`src/rtl/tt_aiju_bus_pkg.sv`:
```
// Shared definitions for the 8080 byte-serial bus target: transfer phases,
// FSM states and bit positions of the core's uo_out handshake pins.
package tt_aiju_bus_pkg;

    localparam logic [1:0] PH_ADDR_LO = 2'd0;
    localparam logic [1:0] PH_ADDR_HI = 2'd1;
    localparam logic [1:0] PH_DATA    = 2'd2;

    typedef enum logic [2:0] {
        ST_IDLE,
        ST_MEMREQ,
        ST_RSP,
        ST_SETUP,
        ST_ACK,
        ST_REL
    } state_t;

    localparam int UO_REQ  = 0;
    localparam int UO_WR   = 1;
    localparam int UO_RD   = 2;
    localparam int UO_HALT = 3;

    // The data phase is always followed by a fresh address-low phase.
    function automatic logic [1:0] next_phase(input logic [1:0] ph);
        return (ph == PH_DATA) ? PH_ADDR_LO : ph + 2'd1;
    endfunction

endpackage

```
`src/rtl/tt_aiju_sync.sv`:
```
// STAGES-deep flop synchroniser for one asynchronous control bit,
// cleared to 0 by the asynchronous reset.
module tt_aiju_sync #(
    parameter int STAGES = 2
) (
    input  logic clk,
    input  logic rst,
    input  logic d,
    output logic q
);

    logic [STAGES-1:0] chain;

    generate
        if (STAGES == 1) begin : g_one
            always_ff @(posedge clk or posedge rst) begin
                if (rst) chain <= '0;
                else     chain <= d;
            end
        end else begin : g_multi
            always_ff @(posedge clk or posedge rst) begin
                if (rst) chain <= '0;
                else     chain <= {chain[STAGES-2:0], d};
            end
        end
    endgenerate

    assign q = chain[STAGES-1];

endmodule

```
`src/rtl/tt_um_aiju_bus_target.sv`:
```
// Target end of the 8080 core's byte-serial bus: three 4-phase handshakes
// (addr lo, addr hi, data) become one valid/ready memory request.
module tt_um_aiju_bus_target
    import tt_aiju_bus_pkg::*;
#(
    parameter int SYNC_STAGES = 2,
    parameter int DATA_SETUP  = 1
) (
    input  logic        clk,
    input  logic        rst,
    input  logic        bus_req,
    input  logic        bus_wr,
    input  logic        bus_rd,
    input  logic        bus_halt,
    output logic        bus_ack,
    input  logic [7:0]  bus_din,
    output logic [7:0]  bus_dout,
    output logic        bus_oe,
    output logic        mem_valid,
    input  logic        mem_ready,
    output logic        mem_we,
    output logic [15:0] mem_addr,
    output logic [7:0]  mem_wdata,
    input  logic        mem_rvalid,
    input  logic [7:0]  mem_rdata,
    output logic        halted,
    output logic        proto_err
);

    localparam logic [2:0] SETUP_LAST = (DATA_SETUP > 0) ? 3'(DATA_SETUP - 1) : 3'd0;

    logic [3:0] uo_raw;
    logic [3:0] uo_s;
    logic       req_s;
    logic       wr_s;
    logic       rd_s;

    always_comb begin
        uo_raw          = '0;
        uo_raw[UO_REQ]  = bus_req;
        uo_raw[UO_WR]   = bus_wr;
        uo_raw[UO_RD]   = bus_rd;
        uo_raw[UO_HALT] = bus_halt;
    end

    generate
        for (genvar i = 0; i < 4; i++) begin : g_sync
            tt_aiju_sync #(.STAGES(SYNC_STAGES)) u_sync (
                .clk (clk),
                .rst (rst),
                .d   (uo_raw[i]),
                .q   (uo_s[i])
            );
        end
    endgenerate

    assign req_s  = uo_s[UO_REQ];
    assign wr_s   = uo_s[UO_WR];
    assign rd_s   = uo_s[UO_RD];
    assign halted = uo_s[UO_HALT];

    state_t     state;
    logic [1:0] phase;
    logic [7:0] addr_lo;
    logic [7:0] addr_hi;
    logic [2:0] setup_cnt;

    // mem_addr is a separate copy so it stays put while the next address bytes arrive.
    always_ff @(posedge clk or posedge rst) begin
        if (rst) begin
            state     <= ST_IDLE;
            phase     <= PH_ADDR_LO;
            addr_lo   <= '0;
            addr_hi   <= '0;
            setup_cnt <= '0;
            bus_ack   <= 1'b0;
            bus_oe    <= 1'b0;
            bus_dout  <= '0;
            mem_valid <= 1'b0;
            mem_we    <= 1'b0;
            mem_addr  <= '0;
            mem_wdata <= '0;
            proto_err <= 1'b0;
        end else begin
            case (state)
                ST_IDLE: begin
                    bus_ack <= 1'b0;
                    bus_oe  <= 1'b0;
                    if (req_s) begin
                        case (phase)
                            PH_ADDR_LO: begin
                                addr_lo <= bus_din;
                                bus_ack <= 1'b1;
                                state   <= ST_ACK;
                            end
                            PH_ADDR_HI: begin
                                addr_hi <= bus_din;
                                bus_ack <= 1'b1;
                                state   <= ST_ACK;
                            end
                            default: begin
                                mem_addr  <= {addr_hi, addr_lo};
                                mem_valid <= 1'b1;
                                state     <= ST_MEMREQ;
                                if (wr_s && !rd_s) begin
                                    mem_wdata <= bus_din;
                                    mem_we    <= 1'b1;
                                end else begin
                                    mem_we <= 1'b0;
                                    if (wr_s && rd_s) proto_err <= 1'b1;
                                end
                            end
                        endcase
                    end
                end
                ST_MEMREQ: begin
                    if (mem_ready) begin
                        mem_valid <= 1'b0;
                        if (mem_we) begin
                            bus_ack <= 1'b1;
                            state   <= ST_ACK;
                        end else begin
                            state <= ST_RSP;
                        end
                    end
                end
                ST_RSP: begin
                    if (mem_rvalid) begin
                        bus_dout  <= mem_rdata;
                        bus_oe    <= 1'b1;
                        setup_cnt <= '0;
                        if (DATA_SETUP == 0) begin
                            bus_ack <= 1'b1;
                            state   <= ST_ACK;
                        end else begin
                            state <= ST_SETUP;
                        end
                    end
                end
                ST_SETUP: begin
                    if (setup_cnt == SETUP_LAST) begin
                        bus_ack <= 1'b1;
                        state   <= ST_ACK;
                    end else begin
                        setup_cnt <= setup_cnt + 3'd1;
                    end
                end
                ST_ACK: begin
                    if (!req_s) begin
                        bus_ack <= 1'b0;
                        bus_oe  <= 1'b0;
                        state   <= ST_REL;
                    end
                end
                ST_REL: begin
                    phase <= next_phase(phase);
                    state <= ST_IDLE;
                end
                default: state <= ST_IDLE;
            endcase
        end
    end

endmodule

```
`config.mk`:
```
export PLATFORM = sky130hd
export DESIGN_NAME = tt_um_aiju_bus_target
export DESIGN_NICKNAME = d
export VERILOG_FILES = /design/src/rtl/tt_aiju_bus_pkg.sv /design/src/rtl/tt_aiju_sync.sv /design/src/rtl/tt_um_aiju_bus_target.sv
export SDC_FILE = /design/constraint.sdc
export NUM_CORES = 1
export LEC_CHECK = 0
export BUFFER_PORTS_ARGS = -buffer_cell sky130_fd_sc_hd__buf_2
export CELL_PAD_IN_SITES_DETAIL_PLACEMENT = 2
export CELL_PAD_IN_SITES_GLOBAL_PLACEMENT = 2
export CORE_ASPECT_RATIO = 1.2
export CORE_MARGIN = 2
export CORE_UTILIZATION = 30
export DETAILED_ROUTE_END_ITERATION = 10
export PLACE_DENSITY_LB_ADDON = 0.1
export SLEW_MARGIN = 20
export SYNTH_ARGS = -nofsm -noshare
export SYNTH_HDL_FRONTEND = slang
export SYNTH_HIERARCHICAL = 1
export SYNTH_SLANG_ARGS = --single-unit
export TNS_END_PERCENT = 30
```
`constraint.sdc`:
```
create_clock -name clk -period 5.49 [get_ports clk]
set_input_delay 0.8235 -clock clk [delete_from_list [all_inputs] [get_ports clk]]
set_output_delay 0.8235 -clock clk [all_outputs]
set_load 0.005 [all_outputs]
```
# Word-level counts from Yosys, hierarchy flattened
# Index checks and enable logic that the tools add are counted.
# word_totals
elab_cells	84
out_inout_bits	38
inputBits	24
ff_bits	69
# op_classes
addsub	2
n_reduce_logical	22
muxes	26
n_eq_ne	15
bitwise_logic	2
# op_table
operator	count
3-bit two-way mux	9
3-bit one-hot mux with 5 select lines	1
3-bit AND reduction	5
5-bit AND reduction	3
2-bit inequality test (second input constant)	7
1-bit two-way mux	11
4-bit AND reduction	2
3-bit by 2-bit equality test with 1-bit output (second input constant)	2
3-bit equality test (second input constant)	2
3-bit logical NOT	2
3-bit one-hot mux with 2 select lines	1
1-bit one-hot mux with 4 select lines	1
2-bit nonzero test	2
4-bit nonzero test	1
3-bit by 1-bit adder with 3-bit output (second input constant)	1
3-bit by 1-bit equality test with 1-bit output (second input constant)	1
1-bit one-hot mux with 3 select lines	1
3-bit nonzero test	1
2-bit by 1-bit adder with 2-bit output (second input constant)	1
2-bit by 1-bit equality test with 1-bit output (second input constant)	1
2-bit equality test (second input constant)	1
1-bit logical AND	2
2-bit logical NOT	1
2-bit two-way mux	1
other kinds (6)	7

# Logic depth before layout (Yosys ltp)
# logic_depth
word_depth	5
depth_mapped	7
ltp_nobuf	6

# Hierarchy
# The synthesis kept the hierarchy.
# by_module_without_submodules
module	cells_per_inst	instances	area_each_um2	seq_area_each_um2
tt_um_aiju_bus_target	235	1	2541.2	1526.5
tt_aiju_sync	3	4	53.8	50.0

# Worst setup path before layout
# OpenSTA, ideal clock, no wires.
# synth_path
path_type	register to register
start	register state[1]
end	register mem_wdata[0]
stages_incl_launch_ff	7
path_slack_ns	3.918
n_path_buf	2
t_arrival_ns	1.444
setup_ns	0.128
period_less_slack_ns	1.572
t_required_ns	5.362
cell_sequence	dfrtp_1 -> buf_2 -> nor3_4 -> and3_1 -> buf_4 -> nand3b_4 -> mux2_1
# synth_via
elab_chain_len	2
# synth_lines
item	line_no	source
start, declared	tt_um_aiju_bus_target.sv:62	state_t state;
start signal, assigned	tt_um_aiju_bus_target.sv:71	state <= ST_IDLE;
start signal, assigned	tt_um_aiju_bus_target.sv:94	state <= ST_ACK;
start signal, assigned	tt_um_aiju_bus_target.sv:99	state <= ST_ACK;
3-bit logical NOT	tt_um_aiju_bus_target.sv:85	case (state)
4-bit AND reduction (no source line)	--	
end signal, assigned	tt_um_aiju_bus_target.sv:106	mem_wdata <= bus_din;
end, declared	tt_um_aiju_bus_target.sv:23	output logic [7:0] mem_wdata,
# No other way between the ends.
# A chain may end at the register's enable or synchronous reset.

# Final worst setup path
# Ends and elaborated chain as after synthesis.

==> metrics.cfg <==
[min_path]
min_from = g_sync[0].u_sync/chain[0]
worstHoldPathCells = 0
min_to = g_sync[0].u_sync/chain[1]
min_path_type = reg2reg

[grt]
overflow = 0
grt_pass1_vias = 2129
grt_max_degree = 34
antenna_found_initial = 0
grt_pass1_wl_um = 11000
grt_usage = 0.146

[cells_and_area]
fillCellCount = 989
register_area_um2 = 1730
num_antenna_cells = 0
layout.nets = 337
finalInstanceArea_um2 = 3380
drive_above_1_share = 0.339
area_growth_pct = 22.8
multi_input_area_um2 = 943

[clock_network]
cts_max_path_buffers = 2
htreeDepth = 3
clk_pin_slew_worst_paths_ns = 0.07
clk_root_buffer_cell = clkbuf_8
clkLatencyLatePin_ns = 0.34
cts_tree = built
cts_made_buffers = 9
cts.sinks = 69
postCtsSetupBuffers = 0
ctsHoldBuffers = 0
post_cts_resize_count = 0

[logic_synthesis]
post-synth-top-count-cell = nand2_1
synth_top_area_share = 0.626
syn_avg_cell_area_um2 = 11.2
ys_types = 31
synth_top_family_by_area = simple AND/OR/NAND/NOR gates
synth-edff-count = 0
yosysTopAreaCell = dfrtp_1
syn-instance-count = 247
synth_ff_type = dfrtp_1
yosys-top-cells-count = nand2_1, dfrtp_1, mux2_2, inv_1, nand3_1
synth.area.top_cells = dfrtp_1, nand2_1, mux2_2
ys_seq_elements = 69
synthAdderAreaFrac = 0.00908
synth_mux_area_frac = 0.109
ys_seq_area_frac = 0.626
synth_compound_area_frac = 0.0517
synthSimpleGateAreaFrac = 0.169
synth_xor_xnor_area_share = 0.00318
async_flop_share = 1.00
syn_nets = 273
netlist_area_um2 = 2760
ys_warn_count = 6

[timing]
hold_ws_ns = 0.349
rsz0062_at_grt = no
hold_viol_final = 0
setup_tns_ns = 0
slew_headroom = 0.474
slew_viol_final = 0
skew_ns = 0.0102
clock.fmax_mhz = 419
setup_viol_count_final = 0
setup_ws_ns = 3.10
min_period_ns = 2.39
period_share = 0.435
worst_pin_slew_ns = 0.790

[floorplanning]
rows = 38
die_y_um = 109
die_w_um = 91.5
fp.coreArea_um2 = 8990
ios = 62
design.die.area_um2 = 9970
start_util = 0.307

[setup_path]
cp_max_fo = 19
r2r-start = state[1]
critPathLaunchType = flop
crit_type = reg2reg
arrival_ns = 2.61
r2r_end = mem_wdata[0]
rrSetupSlack_ns = 3.10
r2r_cells = 4
required_ns = 5.71
end_kind = flop

[outcome]
outcome = finished clean

[detailed_routing]
via_per_inst = 4.60
wire_per_inst_um = 15.0
drtAntennaViolNets = 0
drcViolationCount = 0
drt-pass1-iter-count = 4
drt_iter0_drc = 53
vias = 2006
wirelength_um = 6540

[place]
pre_cts_slack_ns = 3.07
gp_congestion = 0.733
port_buffers = 61
dp_hpwl_um = 4650
placed_cell_area_um2 = 3180

[pwr]
power.density_nw_per_um2 = 543
leakagePower_nw = 1.74
irDropWorstVdd_mv = 0.219

[flow_run]
drv_cap = 0

==> power breakdown <==
| part | total [W] | switching [W] | leakage (nW) | internal [W] |
|---|---|---|---|---|
| Combinational | 0.000520 | 0.000246 | 0.784 | 0.000275 |
| Clock | 0.000445 | 0.000191 | 0.107 | 0.000254 |
| Sequential | 0.000873 | 0.000153 | 0.849 | 0.000720 |
==> worst max-delay path, stage by stage, from the launching register on <==
cell and delay [ns]:
dfrtp_1 0.59, nor3_4 0.30, and3_1 0.71, nand3b_4 0.29, mux2_1 0.38
==> final cells by class <==
class	instances	area share
Clock inverter	5	0.0222
Tap cell	120	0.0444
Inverter	12	0.0133
Timing Repair Buffer	62	0.0924
Multi-Input combinational cell	157	0.279
Clock buffer	11	0.0388
Sequential cell	69	0.510
==> cells by family after synthesis <==
| logic type | after synthesis |
|---|---|
| flip-flops | 69 |
| adder cells (fa/ha/maj) | 2 |
| buffers and inverters | 21 |
| AO/OA/AOI/OAI | 22 |
| AND/OR/NAND/NOR | 105 |
| multiplexers | 27 |
| XOR/XNOR | 1 |
==> layer usage <==
layer  GRT usage  wire length, µm  vias to the layer above
met5           0                0                        -
met4      0.0617               77                        0
met3      0.0401              255                        5
met2       0.239             3290                       43
met1       0.182             2920                     1018
li1            -                -                      940
==> state kept, by name, summed over array words and instances (netlist names), 2 cells and up <==
signal,cells
state,3
g_sync.u_sync/chain,8
bus_dout,8
mem_wdata,8
addr_hi,8
setup_cnt,3
addr_lo,8
phase,2
mem_addr,16
==> per-stage QoR <==
| stage | std cells | total power (W) | utilization |
|---|---|---|---|
| 6_report | 436 | 0.00184 | 0.377 |
| 4_1_cts | 436 | 0.00188 | 0.377 |
| 3_5_place_dp | 420 | 0.00142 | 0.354 |
| 3_3_place_gp | 420 | 0.00140 | 0.354 |
| 2_1_floorplan | 247 | 0.00119 | - |
| 5_1_grt | 436 | 0.00200 | 0.377 |
==> how the worst max path moves through the flow <==
| stage | from | end |
|---|---|---|
| after floorplan | rst | addr_hi[0] |
| after global placement | state[1] | mem_wdata[0] |
| after detailed placement | state[1] | mem_wdata[0] |
| after CTS | state[1] | mem_wdata[0] |
| after global routing | state[1] | mem_wdata[0] |
| final | state[1] | mem_wdata[0] |
==> placed cells by master, fill, tap and decap left out, types with 4 or more instances in the layout <==
master | Yosys | layout
nand2_1 | 80 | 80
dfrtp_1 | 69 | 69
buf_2 | 3 | 61
mux2_2 | 24 | 24
inv_1 | 12 | 11
clkbuf_8 | 0 | 9
nand3_1 | 6 | 6
a21oi_1 | 5 | 5
o21ai_0 | 5 | 5
and3_1 | 4 | 4
nor2_1 | 4 | 4
No activity file was read; power rests on OpenSTA's default activity.
